## config.mk

```make
export PLATFORM = sky130hd
export DESIGN_NAME = uart_rx_module
export DESIGN_NICKNAME = d
export VERILOG_FILES = /design/src/rtl/uart_pkg.sv /design/src/rtl/rx_bps_module.sv /design/src/rtl/uart_rx_module.sv
export SDC_FILE = /design/constraint.sdc
export NUM_CORES = 1
export LEC_CHECK = 0
export CAP_MARGIN = 20
export CELL_PAD_IN_SITES_DETAIL_PLACEMENT = 0
export CELL_PAD_IN_SITES_GLOBAL_PLACEMENT = 1
export CORE_MARGIN = 2
export CORE_UTILIZATION = 43
export CTS_CLUSTER_SIZE = 20
export DETAILED_ROUTE_END_ITERATION = 10
export HOLD_SLACK_MARGIN = 0.05
export PLACE_DENSITY = 0.74
export SLEW_MARGIN = 10
export SYNTH_ARGS = -nofsm -noshare
export SYNTH_HDL_FRONTEND = slang
export SYNTH_SLANG_ARGS = --single-unit
```

## constraint.sdc

```tcl
create_clock -name CLK -period 2.5 [get_ports CLK]
set_clock_uncertainty 0.2 [all_clocks]
set_input_delay 0.75 -clock CLK [delete_from_list [all_inputs] [get_ports CLK]]
set_output_delay 0.75 -clock CLK [all_outputs]
set_load 0.05 [all_outputs]
```

## src/rtl/uart_pkg.sv

```systemverilog
// uart_pkg
// Shared definitions for the UART receive and transmit paths: receiver FSM
// state encoding, default clock/baud constants, the bit-period counter width
// and an even-parity helper.
//
// Optional feature macro: UART_RX_PARITY_EN
//   defined   -> the receiver FSM has a PARITY state (8E1 frames)
//   undefined -> 8N1 frames, no PARITY state
package uart_pkg;

  localparam int DEF_CLK_FREQ = 50_000_000;
  localparam int DEF_BAUD     = 9600;

  // Every bit-period count and comparison is carried at this width.
  localparam int CNT_W = 13;

`ifdef UART_RX_PARITY_EN
  typedef enum logic [2:0] {
    ST_IDLE   = 3'd0,
    ST_START  = 3'd1,
    ST_DATA   = 3'd2,
    ST_PARITY = 3'd3,
    ST_STOP   = 3'd4,
    ST_BREAK  = 3'd5
  } uart_state_e;
`else
  typedef enum logic [2:0] {
    ST_IDLE   = 3'd0,
    ST_START  = 3'd1,
    ST_DATA   = 3'd2,
    ST_STOP   = 3'd4,
    ST_BREAK  = 3'd5
  } uart_state_e;
`endif

  // Even parity: the parity bit that makes the total count of ones even.
  function automatic logic even_parity(input logic [7:0] d);
    return ^d;
  endfunction

endpackage

```

## src/rtl/rx_bps_module.sv

```systemverilog
// rx_bps_module
// Bit-period counter for the UART receiver. While enabled it counts
// 0..BIT_CYC-1 and wraps; while disabled it is held at 0. The sample strobe
// fires when the count reaches HALF_CYC, i.e. in the middle of each bit.
//
// Ports:
//   clk_i    in  1  system clock, rising edge
//   rst_i    in  1  synchronous active-high reset
//   en_i     in  1  count enable; clears the counter when low
//   strobe_o out 1  mid-bit sample strobe
module rx_bps_module #(
  parameter int BIT_CYC  = 5208,
  parameter int HALF_CYC = 2604
) (
  input  logic clk_i,
  input  logic rst_i,
  input  logic en_i,
  output logic strobe_o
);
  import uart_pkg::*;

  localparam logic [CNT_W-1:0] LAST_CNT = CNT_W'(BIT_CYC - 1);
  localparam logic [CNT_W-1:0] HALF_CNT = CNT_W'(HALF_CYC);
  localparam logic [CNT_W-1:0] ONE_CNT  = CNT_W'(1);

  logic [CNT_W-1:0] count_q, count_d;

  // Next count: wrap at the end of a bit period, and drop back to zero
  // whenever the receiver is not inside a frame so every frame starts at 0.
  always_comb begin
    count_d = count_q + ONE_CNT;
    if (!en_i || count_q == LAST_CNT) begin
      count_d = '0;
    end
  end

  // Counter register.
  always_ff @(posedge clk_i) begin
    if (rst_i) begin
      count_q <= '0;
    end else begin
      count_q <= count_d;
    end
  end

  assign strobe_o = en_i && (count_q == HALF_CNT);

endmodule

```

## src/rtl/uart_rx_module.sv

```systemverilog
// uart_rx_module
// UART receiver: deserialises asynchronous 8-bit frames (LSB first) from
// RX_Pin into bytes. Each bit is sampled at mid-period by rx_bps_module.
// Good bytes are presented on RX_Data with a one-cycle RX_Done strobe.
//
// Optional feature macro: UART_RX_PARITY_EN
//   defined   -> 11-bit frames with an even parity bit, Parity_Err live
//   undefined -> 10-bit 8N1 frames, Parity_Err tied low
//
// Ports:
//   CLK         in   1  system clock, rising edge
//   RST         in   1  synchronous active-high reset
//   RX_Pin      in   1  asynchronous serial input, idles high
//   RX_Data     out  8  last good byte, held until the next good frame
//   RX_Done     out  1  one-cycle pulse when RX_Data updates
//   Frame_Err   out  1  one-cycle pulse when the stop bit is sampled low
//   Parity_Err  out  1  one-cycle pulse on parity mismatch
//   Busy        out  1  high whenever the FSM is not idle
module uart_rx_module #(
  parameter int CLK_FREQ = uart_pkg::DEF_CLK_FREQ,
  parameter int BAUD     = uart_pkg::DEF_BAUD
) (
  input  logic       CLK,
  input  logic       RST,
  input  logic       RX_Pin,
  output logic [7:0] RX_Data,
  output logic       RX_Done,
  output logic       Frame_Err,
  output logic       Parity_Err,
  output logic       Busy
);
  import uart_pkg::*;

  localparam int BIT_CYC  = CLK_FREQ / BAUD;
  localparam int HALF_CYC = BIT_CYC / 2;

  logic        sync1_q, sync2_q, sync3_q;
  logic        rxLine, fallEdge, cntEn, strobe;
  uart_state_e state_q;
  logic [2:0]  bitIdx_q;
  logic [7:0]  shift_q;
  logic [7:0]  data_q;
  logic        done_q;
  logic        frameErr_q;
`ifdef UART_RX_PARITY_EN
  logic        parBad_q;
  logic        parErr_q;
`endif

  // Two flops bring RX_Pin into the clock domain; the third holds the
  // previous synchronised value for falling-edge detection. All reset to 1
  // so a reset never looks like a start edge on an idle line.
  always_ff @(posedge CLK) begin
    if (RST) begin
      sync1_q <= 1'b1;
      sync2_q <= 1'b1;
      sync3_q <= 1'b1;
    end else begin
      sync1_q <= RX_Pin;
      sync2_q <= sync1_q;
      sync3_q <= sync2_q;
    end
  end

  assign rxLine   = sync2_q;
  assign fallEdge = sync3_q & ~sync2_q;

  // The bit timer only runs inside a frame; in IDLE it sits at 0 so the
  // first count of START is 0, and in BREAK the line is watched directly.
  assign cntEn = (state_q != ST_IDLE) && (state_q != ST_BREAK);

  rx_bps_module #(
    .BIT_CYC (BIT_CYC),
    .HALF_CYC(HALF_CYC)
  ) u_bps (
    .clk_i   (CLK),
    .rst_i   (RST),
    .en_i    (cntEn),
    .strobe_o(strobe)
  );

  // Receiver FSM with its shift register and registered status outputs.
  // The status pulses default low every cycle so each lasts one cycle.
  always_ff @(posedge CLK) begin
    if (RST) begin
      state_q    <= ST_IDLE;
      bitIdx_q   <= '0;
      shift_q    <= '0;
      data_q     <= '0;
      done_q     <= 1'b0;
      frameErr_q <= 1'b0;
`ifdef UART_RX_PARITY_EN
      parBad_q   <= 1'b0;
      parErr_q   <= 1'b0;
`endif
    end else begin
      done_q     <= 1'b0;
      frameErr_q <= 1'b0;
`ifdef UART_RX_PARITY_EN
      parErr_q   <= 1'b0;
`endif
      unique case (state_q)
        ST_IDLE: begin
          if (fallEdge) begin
            state_q <= ST_START;
          end
        end
        ST_START: begin
          // A line already back high at mid start bit was a glitch.
          if (strobe) begin
            if (rxLine) begin
              state_q <= ST_IDLE;
            end else begin
              state_q  <= ST_DATA;
              bitIdx_q <= '0;
            end
          end
        end
        ST_DATA: begin
          if (strobe) begin
            shift_q <= {rxLine, shift_q[7:1]};
            if (bitIdx_q == 3'd7) begin
`ifdef UART_RX_PARITY_EN
              state_q <= ST_PARITY;
`else
              state_q <= ST_STOP;
`endif
            end else begin
              bitIdx_q <= bitIdx_q + 3'd1;
            end
          end
        end
`ifdef UART_RX_PARITY_EN
        ST_PARITY: begin
          if (strobe) begin
            parBad_q <= (rxLine != even_parity(shift_q));
            state_q  <= ST_STOP;
          end
        end
`endif
        ST_STOP: begin
          // A low stop bit outranks a parity problem, so the two error
          // pulses can never coincide.
          if (strobe) begin
            if (!rxLine) begin
              frameErr_q <= 1'b1;
              state_q    <= ST_BREAK;
`ifdef UART_RX_PARITY_EN
            end else if (parBad_q) begin
              parErr_q <= 1'b1;
              state_q  <= ST_IDLE;
`endif
            end else begin
              data_q  <= shift_q;
              done_q  <= 1'b1;
              state_q <= ST_IDLE;
            end
          end
        end
        ST_BREAK: begin
          // Hold off new frames until the line has recovered to idle.
          if (rxLine) begin
            state_q <= ST_IDLE;
          end
        end
        default: begin
          state_q <= ST_IDLE;
        end
      endcase
    end
  end

  assign RX_Data   = data_q;
  assign RX_Done   = done_q;
  assign Frame_Err = frameErr_q;
  assign Busy      = (state_q != ST_IDLE);
`ifdef UART_RX_PARITY_EN
  assign Parity_Err = parErr_q;
`else
  assign Parity_Err = 1'b0;
`endif

endmodule
```

# After elaboration in Yosys (flattened, before gate mapping)
# Cells that the tools add are included.
[word_totals]
register_bits = 40
output_inout_bits = 12
[classes]
add_sub_neg = 2
eq_ne = 16
mux = 16
bitwise_logic = 4
n_reduce_logical = 13
[op_table]
columns = ["operator", "count"]
rows = [
  ["2-to-1 mux 3 bit", 11],
  ["inequality test 2 bit, second input constant", 8],
  ["case mux 3 bit (5 select lines)", 1],
  ["adder 13 x 1 -> 13 bit, second input constant", 1],
  ["== test 13 x 12 -> 1 bit, second input constant", 1],
  ["== test 13 bit, second input constant", 1],
  ["== test 3 bit, second input constant", 3],
  ["case mux 3 bit (2 select lines)", 1],
  ["AND reduction 6 bit", 1],
  ["AND reduction 5 bit", 1],
  ["adder 3 x 1 -> 3 bit, second input constant", 1],
  ["== test 3 x 1 -> 1 bit, second input constant", 1],
  ["== test 3 x 2 -> 1 bit, second input constant", 1],
  ["logical NOT 3 bit", 1],
  ["inequality test 3 bit, second input constant", 1],
  ["NOT 1 bit", 3],
  ["AND reduction 3 bit", 1],
  ["nonzero test 3 bit", 1],
  ["OR reduction 3 bit", 1],
  ["logical AND 1 bit", 2],
  ["2-to-1 mux 1 bit", 2],
  ["2-to-1 mux 2 bit", 1],
  ["AND reduction 2 bit", 1],
  ["nonzero test 2 bit", 1],
  ["4 further kinds", 4],
]

# Depth between registers and ports, before layout
[logic_depth]
ltp_word = 5
ltp_mapped = 8
mapped_depth_nobuf = 7

# By module
# A second synthesis with hierarchy kept.
[hier_totals]
hier_cells = 198
area_unflattened_um2 = 1874.3
[modules_own_cells]
columns = ["module", "instances", "cells_each", "area_per_inst_um2", "seq_area_each_um2"]
rows = [
  ["uart_rx_module", 1, 126, 1213.7, 540.5],
  ["rx_bps_module", 1, 72, 660.6, 260.2],
]

# Worst setup path after synthesis
# OpenSTA, ideal clock, no wires.
[synth_path]
path_type = "flip-flop to flip-flop"
start = "register u_bps.count_q[0]"
end = "register bitIdx_q[2]"
setup_time_ps = 71
arrival_ps = 1801
t_required_ps = 2229
setup_slack_ps = 428
path_stages_with_launch = 9
n_path_buf = 1
period_less_slack_ps = 2072
cell_sequence = "dfxtp_1 inv_1 ha_1 and4bb_1 nand4_2 or3_1 buf_6 or3b_1 a21oi_1"
[synth_via]
elab_chain_len = 4
[synth_lines]
columns = ["item", "line", "rtl"]
rows = [
  ["from (decl)", "rx_bps_module.sv:26", "logic [CNT_W-1:0] count_q, count_d;"],
  ["from (signal assigned)", "rx_bps_module.sv:42", "count_q <= count_d;"],
  ["== test 13 x 12 -> 1 bit *", "rx_bps_module.sv:46", "assign strobe_o = en_i && (count_q == HALF_CNT);"],
  ["logical AND 1 bit *", "rx_bps_module.sv:46", ""],
  ["inequality test 2 bit (no line)", "n/a", ""],
  ["AND reduction 5 bit (no line) *", "n/a", ""],
  ["to (signal assigned)", "uart_rx_module.sv:129", "bitIdx_q <= bitIdx_q + 3'd1;"],
  ["to (decl)", "uart_rx_module.sv:40", "logic [2:0] bitIdx_q;"],
]
# Every way passes the cells marked *; elsewhere a longest branch is shown, timed or not.
# A chain may end at the register's enable or synchronous reset.

# Worst setup path after layout
[layout_path]
start = "register data_q[1] (netlist: RX_Data[1])"
end = "output RX_Data[1]"
[layout_rtl]
columns = ["item", "line", "rtl"]
rows = [
  ["from (decl)", "uart_rx_module.sv:42", "logic [7:0] data_q;"],
  ["from (signal assigned)", "uart_rx_module.sv:154", "data_q <= shift_q;"],
  ["to (decl)", "uart_rx_module.sv:26", "output logic [7:0] RX_Data,"],
]
# No word-level cell between the ends.

==> run metrics <==
outcome finished clean; Core Util, Final 0.509; Clock Tree Buf Depth 2; Ports 15; CP Cell Sequence clkdlybuf4s50_1; first-pass GRT wire length 5200 um; Iteration-0 DRC Markers 69; final net count 204; Leak Pwr 0.832 nW; sequential share of the synthesized area 0.463; clock net sink count 40; clock network fraction of total power 0.453; # setup viols final 0; most common cell after layout, fill and taps aside dfxtp_1; core footprint 3940 um2; die width 67.4 um; post-placement cell area 1880 um2; Synth async-reset ratio 0; Mapped Nets 193; Ys Warns 0; hold buffers post-CTS 0; Total Power 1.24 mW; Initial Util 0.439; RePlAce Congestion 0.759; total track usage 0.152; RSZ-0062 raised after global routing no; crit path launch type flop; Data arrival, critical path 1.43 ns; vias in the first global route 1207; most frequent cells in the layout dfxtp_1, nor2_1, mux2i_1; Cell Int Power 1.01 mW; Critical Path RT 1.55 ns; Detail Placement HPWL 2100 um; antenna viol nets, final 0; WL/cell 11.8 um; pwr dens 620 nW/um2; Remaining DRCs 0; CTS buffer count 5; worst hold slack 0.213 ns; min-delay worst type flop to flop; CP max stage cell clkdlybuf4s50_1; met3 Use GR 0.0500; slowest stage delay, CP 0.80 ns; crit path capture type primary output; setup bufs post-CTS 0; CTS clock-pin slew for the worst setup and hold paths 0.07 ns; Gate power share 0.028; synth-to-layout area growth 16.1%; Port Buffers 13; post_cts resized 0; die area 4550 um2; Yosys reg bits 40; Net Switching 239 uW; maximum vdd drop 0.245 mV; DR vias/cell 5.12; number of max-cap violations 0; die extent in y 67.4 um; Fin Setup TNS 0 ns; Crit Path Max Fanout 2; Seq pwr share 0.519; Final Cell Area 2010 um2; Slew headroom 0.610; proportion of layout cells with a drive suffix above 1 0.101; Mapped Cells 186; most used routing layer met2; final hold vios 0; Rows 23; synthesized area 1730 um2; Final Max Slew Viols 0; worst skew pair latency 0.29 ns; Hold Path Origin sync1_q; period utilisation layout 0.952; CTS tree done; Tmin final 2.38 ns; DR vias 1269; FMAX 420 MHz; grt met1 use 0.185; number of diodes 0; Buf/Inv on CP 1; R2R Path Start u_bps.count_q[0]; Primary FF master, synth dfxtp_1; synthesized area per cell 9.30 um2; largest net degree at the start of global routing 26; Yosys cell types 40; WS Path Type flop to primary output; Root Driver clkbuf_8; met2 usage 0.250; TritonRoute pass-1 iters 4; initial antenna violation count 0; Post-synth EDFFs 0; total gr overflow 0; H-tree lvl count 2; Setup crit start RX_Data[1]; family with the most delay on the worst path buffers and inverters; worst slew pin tran 0.581 ns; final wirelength 2920 um; # fillers 355; Sw Share 0.192
cells in the mapped netlist (4+ instances only):
master,instances,area (um2)
dfxtp_1,40,801
nor2_1,35,131
mux2i_1,16,160
nand2_1,9,33.8
clkbuf_1,8,30.0
xnor2_1,7,61.3
inv_1,6,22.5
nand3_1,5,25.0
xor2_1,5,43.8
ha_1,4,50.1
nor4_1,4,25.0
or3_1,4,25.0
routing by layer:
layer | vias up | wire (um) | part of all wire
li1 | 656 | - | -
met1 | 587 | 1400 | 0.48
met2 | 18 | 1380 | 0.47
met3 | 8 | 100 | 0.034
met4 | 0 | 48 | 0.016
met5 | - | 0 | 0
kinds of logic after synthesis:
kind of cell,synth area share
simple gates,0.243
flops,0.463
buf+inv,0.0484
mux,0.0926
compound gates,0.0615
xor+xnor,0.0607
fa+ha+maj,0.0289
other cells,0.00217
per-stage QoR:
stage                     cells  setup WS (ns)
after floorplan             186          0.428
after global placement      240          0.246
after detailed placement    240          0.192
after CTS                   248          0.102
after global routing        248         0.0564
final                       248          0.121
power by group through the flow:
| stage | sequential (mW) | clock, mW | combinational [mW] |
|---|---|---|---|
| after detailed placement | 0.660 | 0 | 0.0351 |
| final | 0.646 | 0.564 | 0.0347 |
| after floorplan | 0.657 | 0 | 0.0294 |
| after global routing | 0.646 | 0.606 | 0.0386 |
| after CTS | 0.645 | 0.581 | 0.0351 |
| after global placement | 0.660 | 0 | 0.0347 |
area by class of cell:
class	count	area, um2	area share
Clock buffer	7	96.3	0.0480
Sequential cell	40	801	0.399
Multi-Input combinational cell	128	846	0.421
Inverter	6	22.5	0.0112
Clock inverter	1	30.0	0.0150
Timing Repair Buffer	16	150	0.0748
Tap cell	50	62.6	0.0312
worst paths after layout:
check	slack [ns]	cells after the start	endpoint
worst min register to register	0.21	1	rxLine
worst min-delay path	0.21	1	rxLine
worst max register to register	0.23	7	RX_Data[1]
worst max-delay path	0.12	1	RX_Data[1]
flip-flops by register name (all words and copies together) (netlist names), 3 cells and up:
signal / flops
RX_Data: 8
shift_q: 8
bitIdx_q: 3
state_q: 3
u_bps.count_q: 13
Note: power is estimated with default switching activity, not from simulation.
